$ cat src/rtl/seq_pkg.sv
// Shared types and width helpers for the sequential-engine arbiter.
package seq_pkg;

  typedef enum logic [1:0] {
    IDLE  = 2'd0,
    ISSUE = 2'd1,
    BUSY  = 2'd2,
    RESP  = 2'd3
  } seq_arb_state_e;

  // Index width for n items; at least one bit so a single requester still has a port.
  function automatic int unsigned id_width(input int unsigned n);
    return (n > 1) ? 32'($clog2(n)) : 32'd1;
  endfunction

  // Full product width of an a x b multiply.
  function automatic int unsigned prod_width(input int unsigned wa, input int unsigned wb);
    return wa + wb;
  endfunction

endpackage

$ cat src/rtl/seq_arbiter_rr.sv
// Combinational round-robin pick: first request at or above ptr, wrapping.
module rr_arbiter
  import seq_pkg::*;
#(
  parameter int unsigned NumReq = 4,
  localparam int unsigned IdW   = id_width(NumReq)
) (
  input  logic [NumReq-1:0] req,
  input  logic [IdW-1:0]    ptr,
  output logic [NumReq-1:0] gnt,
  output logic [IdW-1:0]    gnt_id
);

  int unsigned    idx;
  logic [IdW-1:0] sel;
  logic           found;

  // Scan from ptr upward with wrap and stop at the first asserted request.
  always_comb begin
    gnt    = '0;
    gnt_id = '0;
    found  = 1'b0;
    idx    = '0;
    sel    = '0;
    for (int unsigned i = 0; i < NumReq; i++) begin
      idx = (32'(ptr) + i) % NumReq;
      sel = IdW'(idx);
      if (!found && req[sel]) begin
        found    = 1'b1;
        gnt[sel] = 1'b1;
        gnt_id   = sel;
      end
    end
  end

endmodule

$ cat src/rtl/seq_arbiter.sv
// Round-robin front end sharing one sequential multiply/divide engine.
module seq_arbiter
  import seq_pkg::*;
#(
  parameter int unsigned NumReq        = 4,
  parameter int unsigned WidthA        = 32,
  parameter int unsigned WidthB        = 32,
  parameter int unsigned TimeoutCycles = 1024,
  localparam int unsigned WidthC       = prod_width(WidthA, WidthB),
  localparam int unsigned IdW          = id_width(NumReq)
) (
  input  logic                           clk_i,
  input  logic                           rst_ni,
  input  logic [NumReq-1:0]              req_valid_i,
  output logic [NumReq-1:0]              req_ready_o,
  input  logic [NumReq-1:0][WidthA-1:0]  req_a_i,
  input  logic [NumReq-1:0][WidthB-1:0]  req_b_i,
  output logic [NumReq-1:0]              rsp_valid_o,
  input  logic [NumReq-1:0]              rsp_ready_i,
  output logic [WidthC-1:0]              rsp_c_o,
  output logic [WidthA-1:0]              rsp_q_o,
  output logic [WidthB-1:0]              rsp_r_o,
  output logic                           rsp_divz_o,
  output logic                           rsp_err_o,
  output logic [WidthA-1:0]              eng_a_o,
  output logic [WidthB-1:0]              eng_b_o,
  output logic                           eng_start_o,
  input  logic [WidthC-1:0]              eng_c_i,
  input  logic [WidthA-1:0]              eng_q_i,
  input  logic [WidthB-1:0]              eng_r_i,
  input  logic                           eng_finish_i,
  output logic                           busy_o
);

  localparam int unsigned TmrW = id_width(TimeoutCycles);

  seq_arb_state_e    state_q, state_d;
  logic [NumReq-1:0] gnt;
  logic [IdW-1:0]    gnt_id;
  logic [IdW-1:0]    ptr_q;
  logic [IdW-1:0]    id_q;
  logic [WidthA-1:0] a_q;
  logic [WidthB-1:0] b_q;
  logic              divz_q;
  logic              finish_d;
  logic [TmrW-1:0]   timer_q;
  logic              accept;
  logic              done;
  logic              expire;

  rr_arbiter #(.NumReq(NumReq)) u_rr (
    .req    (req_valid_i),
    .ptr    (ptr_q),
    .gnt    (gnt),
    .gnt_id (gnt_id)
  );

  assign accept  = (state_q == IDLE) && (gnt != '0);
  // Only a rising finish counts, so a level left high by a previous op is ignored.
  assign done    = (state_q == BUSY) && eng_finish_i && !finish_d;
  assign expire  = (state_q == BUSY) && (timer_q == TmrW'(TimeoutCycles - 1));
  assign eng_a_o = a_q;
  assign eng_b_o = b_q;

  // State register.
  always_ff @(posedge clk_i or negedge rst_ni) begin
    if (!rst_ni) state_q <= IDLE;
    else         state_q <= state_d;
  end

  // Next-state logic; completion takes priority over timeout.
  always_comb begin
    state_d = state_q;
    unique case (state_q)
      IDLE:    if (accept) state_d = ISSUE;
      ISSUE:   state_d = BUSY;
      BUSY:    if (done || expire) state_d = RESP;
      RESP:    if (rsp_ready_i[id_q]) state_d = IDLE;
      default: state_d = IDLE;
    endcase
  end

  // Handshake and status decode; ready is held low while reset is asserted.
  always_comb begin
    req_ready_o = '0;
    rsp_valid_o = '0;
    eng_start_o = 1'b0;
    busy_o      = (state_q != IDLE);
    unique case (state_q)
      IDLE:    if (rst_ni) req_ready_o = gnt;
      ISSUE:   eng_start_o = 1'b1;
      RESP:    rsp_valid_o[id_q] = 1'b1;
      default: ;
    endcase
  end

  // Operand latch, pointer, timer and response registers.
  always_ff @(posedge clk_i or negedge rst_ni) begin
    if (!rst_ni) begin
      ptr_q      <= '0;
      id_q       <= '0;
      a_q        <= '0;
      b_q        <= '0;
      divz_q     <= 1'b0;
      finish_d   <= 1'b0;
      timer_q    <= '0;
      rsp_c_o    <= '0;
      rsp_q_o    <= '0;
      rsp_r_o    <= '0;
      rsp_divz_o <= 1'b0;
      rsp_err_o  <= 1'b0;
    end else begin
      finish_d <= eng_finish_i;
      if (accept) begin
        a_q    <= req_a_i[gnt_id];
        b_q    <= req_b_i[gnt_id];
        id_q   <= gnt_id;
        divz_q <= (req_b_i[gnt_id] == '0);
        ptr_q  <= (gnt_id == IdW'(NumReq - 1)) ? '0 : gnt_id + IdW'(1);
      end
      if (state_q == ISSUE) timer_q <= '0;
      if (state_q == BUSY) begin
        timer_q <= timer_q + TmrW'(1);
        if (done) begin
          rsp_c_o    <= eng_c_i;
          rsp_q_o    <= eng_q_i;
          rsp_r_o    <= eng_r_i;
          rsp_divz_o <= divz_q;
          rsp_err_o  <= 1'b0;
        end else if (expire) begin
          rsp_c_o    <= '0;
          rsp_q_o    <= '0;
          rsp_r_o    <= '0;
          rsp_divz_o <= divz_q;
          rsp_err_o  <= 1'b1;
        end
      end
    end
  end

endmodule

$ cat config.mk
export PLATFORM = sky130hd
export DESIGN_NAME = seq_arbiter
export DESIGN_NICKNAME = d
export VERILOG_FILES = /design/src/rtl/seq_pkg.sv /design/src/rtl/seq_arbiter_rr.sv /design/src/rtl/seq_arbiter.sv
export SDC_FILE = /design/constraint.sdc
export NUM_CORES = 1
export LEC_CHECK = 0
export CAP_MARGIN = 20
export CORE_AREA = 2 2 235 237
export CTS_CLUSTER_DIAMETER = 200
export DETAILED_ROUTE_END_ITERATION = 8
export DIE_AREA = 0 0 237 239
export PLACE_DENSITY = 0.53
export SYNTH_ARGS = -nofsm -noshare
export SYNTH_HDL_FRONTEND = slang
export SYNTH_SLANG_ARGS = --single-unit
$ cat constraint.sdc
create_clock -name clk_i -period 9.85 [get_ports clk_i]
set_clock_uncertainty 0.15 [all_clocks]
set_input_delay 1.97 -clock clk_i [delete_from_list [all_inputs] [get_ports clk_i]]
set_output_delay 1.97 -clock clk_i [all_outputs]
set_load 0.05 [all_outputs]
==> impl_table.tex <==
\begin{tabular}{lr}
\hline
Metric & Value \\
\hline
\multicolumn{2}{l}{\textbf{Timing}} \\
\quad Setup violation total in the final timing report & 0 \\
\quad Fmax & 142.2 MHz \\
\quad Worst slew margin relative to its limit & 28.46\% \\
\quad Setup tns final & 0 ns \\
\quad Tmin final & 7.033 ns \\
\quad Hold violation count in the final report & 0 \\
\quad Worst Tran Pin Value & 1.073 ns \\
\quad Worst hold slack & 0.3263 ns \\
\quad Unrepaired setup endpoints after global routing & no \\
\quad Max-slew violation count & 0 \\
\quad Period utilisation layout & 71.40\% \\
\multicolumn{2}{l}{\textbf{Layout}} \\
\quad Combined area of the multi-input logic cells & 4718 um\^{}2 \\
\quad Relative area change from synthesis to final layout & 73.39\% \\
\quad Commonest cells after routing, fill and taps aside & sky130\_fd\_sc\_hd\_\_clkdlybuf4s50\_1 (597), sky130\_fd\_sc\_hd\_\_nand2\_1 (331), sky130\_fd\_sc\_hd\_\_dfrtp\_1 (212), sky130\_fd\_sc\_hd\_\_a22o\_1 (132), sky130\_fd\_sc\_hd\_\_o21ai\_0 (89) \\
\quad Final \#Nets & 2,063 \\
\quad Number of fill cells & 5,548 \\
\quad Layout cells sized above 1 & 4.589\% \\
\quad Reg area & 5305 um\^{}2 \\
\quad Cell area after layout & 18,030 um\^{}2 \\
\quad Most common cell after layout, fill and taps aside & sky130\_fd\_sc\_hd\_\_clkdlybuf4s50\_1 \\
\multicolumn{2}{l}{\textbf{Yosys}} \\
\quad Area share of the largest cell type after synthesis & 51.00\% \\
\quad Post-synthesis instance total & 1,107 \\
\quad Cell area after synthesis & 10,400 um\^{}2 \\
\quad Top cell type by total area after synthesis & sky130\_fd\_sc\_hd\_\_dfrtp\_1 \\
\quad Register area share after synthesis & 51.00\% \\
\quad Share of synthesized registers carrying an async set or reset & 100.0\% \\
\quad Dominant register cell in the synthesized netlist & sky130\_fd\_sc\_hd\_\_dfrtp\_1 \\
\quad Number of nets in the synthesized netlist & 1,513 \\
\quad Synth Register Bits & 212 \\
\quad Synth Warn \# & 0 \\
\quad Synth top area cells & sky130\_fd\_sc\_hd\_\_dfrtp\_1 (51\%), sky130\_fd\_sc\_hd\_\_nand2\_1 (12\%), sky130\_fd\_sc\_hd\_\_a22o\_1 (11\%) \\
\quad Mean Syn Cell Area & 9.396 um\^{}2 \\
\quad Post-synthesis cell type count & 51 \\
\quad Number of enable flip-flop cells after synthesis & 0 \\
\multicolumn{2}{l}{\textbf{Die}} \\
\quad Core footprint & 54,340 um\^{}2 \\
\quad Die extent in y & 239 um \\
\quad Die area & 56,640 um\^{}2 \\
\quad Width of the die & 237 um \\
\quad Io pins & 599 \\
\quad Effective utilization at floorplan & 19.14\% \\
\quad Number of placement rows & 86 \\
\multicolumn{2}{l}{\textbf{Routing}} \\
\quad Pre-antenna DRT Iters & 5 \\
\quad Post-route DRC & 0 \\
\quad Initial DRC count & 380 \\
\quad Remaining number of nets flagged by the antenna check after routing & 0 \\
\quad Detailed-route wire length & 47.73 mm \\
\quad Total number of vias & 10,570 \\
\quad Number of vias per cell after detailed routing & 4.426 \\
\quad Wirelength per Cell & 19.98 um \\
\multicolumn{2}{l}{\textbf{Status}} \\
\quad Run status & completed \\
\multicolumn{2}{l}{\textbf{Setup path}} \\
\quad Cell with the largest stage delay on the worst path & sky130\_fd\_sc\_hd\_\_clkdlybuf4s50\_1 \\
\quad Crit path max-delay family & buffers and inverters \\
\quad Critical path launch point type & input pin \\
\quad R2R Setup Slk & 5.03 ns \\
\quad Worst path most repeated cell & sky130\_fd\_sc\_hd\_\_clkdlybuf4s50\_1 \\
\quad Data required time at the worst endpoint & 7.73 ns \\
\quad Critical path fanouts, max & 11 \\
\quad Worst reg2reg path endpoint & eng\_b\_o[6] \\
\quad Largest incremental delay on the critical path & 0.80 ns \\
\quad Depth of the most critical reg-to-reg path & 10 \\
\quad Data arrival, critical path & 4.91 ns \\
\quad Worst setup path category & input pin to output pin \\
\quad Worst setup EP type & output pin \\
\quad Startpoint of the worst register-to-register path & ptr\_q[0] \\
\quad Buffer and inverter count on the worst path & 2 \\
\quad Cell breakdown of the critical path & clkdlybuf4s50\_1, and2\_1, mux2i\_1, o31a\_1, o21ai\_0, a221o\_1, and3\_1, clkdlybuf4s50\_1 \\
\multicolumn{2}{l}{\textbf{Clock tree}} \\
\quad Post-CTS Setup Repair Bufs & 0 \\
\quad TritonCTS Buffers & 27 \\
\quad Root cell of the clock tree & sky130\_fd\_sc\_hd\_\_clkbuf\_16 \\
\quad TritonCTS clock tree & built \\
\quad Number of gates resized after CTS & 0 \\
\quad Post-CTS clock slew at the launch and capture registers of the worst setup and hold paths & 0.06 ns \\
\quad Later-pin clock latency in the skew report & 0.57 ns \\
\quad Clock sink total & 212 \\
\quad Max Buffers Root-to-Sink & 3 \\
\quad CTS hold repair buffers & 0 \\
\quad H-Tree Depth & 1 \\
\multicolumn{2}{l}{\textbf{Placed design}} \\
\quad Placed wire-length estimate & 36.57 mm \\
\quad Post-detailed-placement cell area & 17,020 um\^{}2 \\
\quad IO Port Bufs & 598 \\
\quad Routability congestion estimate from global placement & 0.8348 \\
\multicolumn{2}{l}{\textbf{Worst hold path}} \\
\quad HP Start & eng\_a\_o[18] \\
\quad Worst min-delay path category & register to register \\
\quad Cell depth of the worst min-delay path & 2 \\
\quad Worst-case hold path end point & eng\_a\_o[18] \\
\multicolumn{2}{l}{\textbf{Global routing}} \\
\quad Residual overflow from global routing & 0 \\
\quad Number of antenna violations at the first check in global routing & 11 \\
\quad First-pass GRT wire length & 69.14 mm \\
\quad Number of global-route vias before repair & 10,810 \\
\quad Maximum number of pins on one net before global-route repair & 107 \\
\quad Combined global-route utilization of all metal layers & 16.13\% \\
\multicolumn{2}{l}{\textbf{Power and ir drop}} \\
\quad Power per Cell Area & 384.2 nW/um\^{}2 \\
\quad Largest voltage drop on the vdd net & 0.0001396 V \\
\quad Total power of the final layout & 6929 uW \\
\quad Leakage power & 0.007801 uW \\
\multicolumn{2}{l}{\textbf{Flow run}} \\
\quad Max-cap violations & 0 \\
\hline
\end{tabular}
-- synth_stat cells, drive strengths merged (2+ instances only) --
library cell	n
ha	11
nor4b	2
nor3	2
clkbuf	54
mux2i	6
nand3	53
nor4bb	2
nand2	331
mux2	18
and3	9
xnor2	2
a221o	4
buf	37
inv	8
a22o	132
o41ai	2
a21oi	3
a2111oi	2
a41oi	2
nor2b	20
dfrtp	212
a31oi	16
and2	2
o21ai	89
nor2	17
a221oi	17
mux4	3
a22oi	12
nor4	7
nand4	3
nand3b	16
-- power breakdown --
| group | switching (uW) | internal (uW) |
|---|---|---|
| registers | 239 | 1270 |
| logic | 2860 | 1460 |
| clock network | 403 | 688 |
| total | 3500 | 3430 |
-- per-layer routing --
metal,up-vias,global-route usage [%],share of wire (%)
met4,6,5.370,3.0
met2,465,27.83,49
met1,5003,18.16,38
met3,65,6.339,10
li1,5035,-,-
met5,-,0,0.071
-- layout make-up --
| type | instances | area share [%] |
|---|---|---|
| repair buffers | 612 | 33.80 |
| well taps | 704 | 4.884 |
| multi-input cells | 796 | 26.16 |
| clock buffers | 38 | 4.364 |
| flip-flops and latches | 212 | 29.42 |
| inverters | 8 | 0.1665 |
| diodes | 7 | 0.09713 |
| clock inverters | 12 | 1.110 |
-- per-stage QoR --
step	setup WS, ns	util, %	instances
2_1_floorplan	4.143	-	1107
3_3_place_gp	2.976	31.33	2331
3_5_place_dp	2.869	31.33	2331
4_1_cts	2.866	33.14	2381
5_1_grt	2.715	33.18	2386
6_report	2.817	33.19	2389
-- state kept, by name (all words and copies together) (netlist names) --
name and flops:
rsp_c_o 64, eng_a_o 32, eng_b_o 32, rsp_q_o 32, rsp_r_o 32, timer_q 10, id_q 2, ptr_q 2
state_q 2, divz_q 1, finish_d 1, rsp_divz_o 1, rsp_err_o 1
-- worst min-delay path, cell delays in order, from the launching register on --
cell,delay [ns]
sky130_fd_sc_hd__dfrtp_1,0.34
sky130_fd_sc_hd__nand2_1,0.05
sky130_fd_sc_hd__o21ai_0,0.06
-- how the worst max path moves through the flow --
stage | startpoint | end | slack, ns | cells past startpoint
after floorplan | req_valid_i[0] | req_ready_o[3] | 4.14 | 7
after global placement | req_valid_i[0] | req_ready_o[2] | 2.98 | 8
after detailed placement | req_valid_i[0] | req_ready_o[3] | 2.87 | 8
after CTS | req_valid_i[0] | req_ready_o[3] | 2.87 | 8
after global routing | req_valid_i[0] | req_ready_o[2] | 2.71 | 8
final | req_valid_i[0] | req_ready_o[3] | 2.82 | 8
-- logic make-up after synthesis --
logic type	after synthesis	synth area share, %
compound gates	287	20.62
xor+xnor	3	0.2527
fa+ha+maj	11	1.323
buf+inv	99	4.054
flops	212	51.00
mux	27	3.212
simple gates	468	19.54
Note: power is estimated with default switching activity, not from simulation.
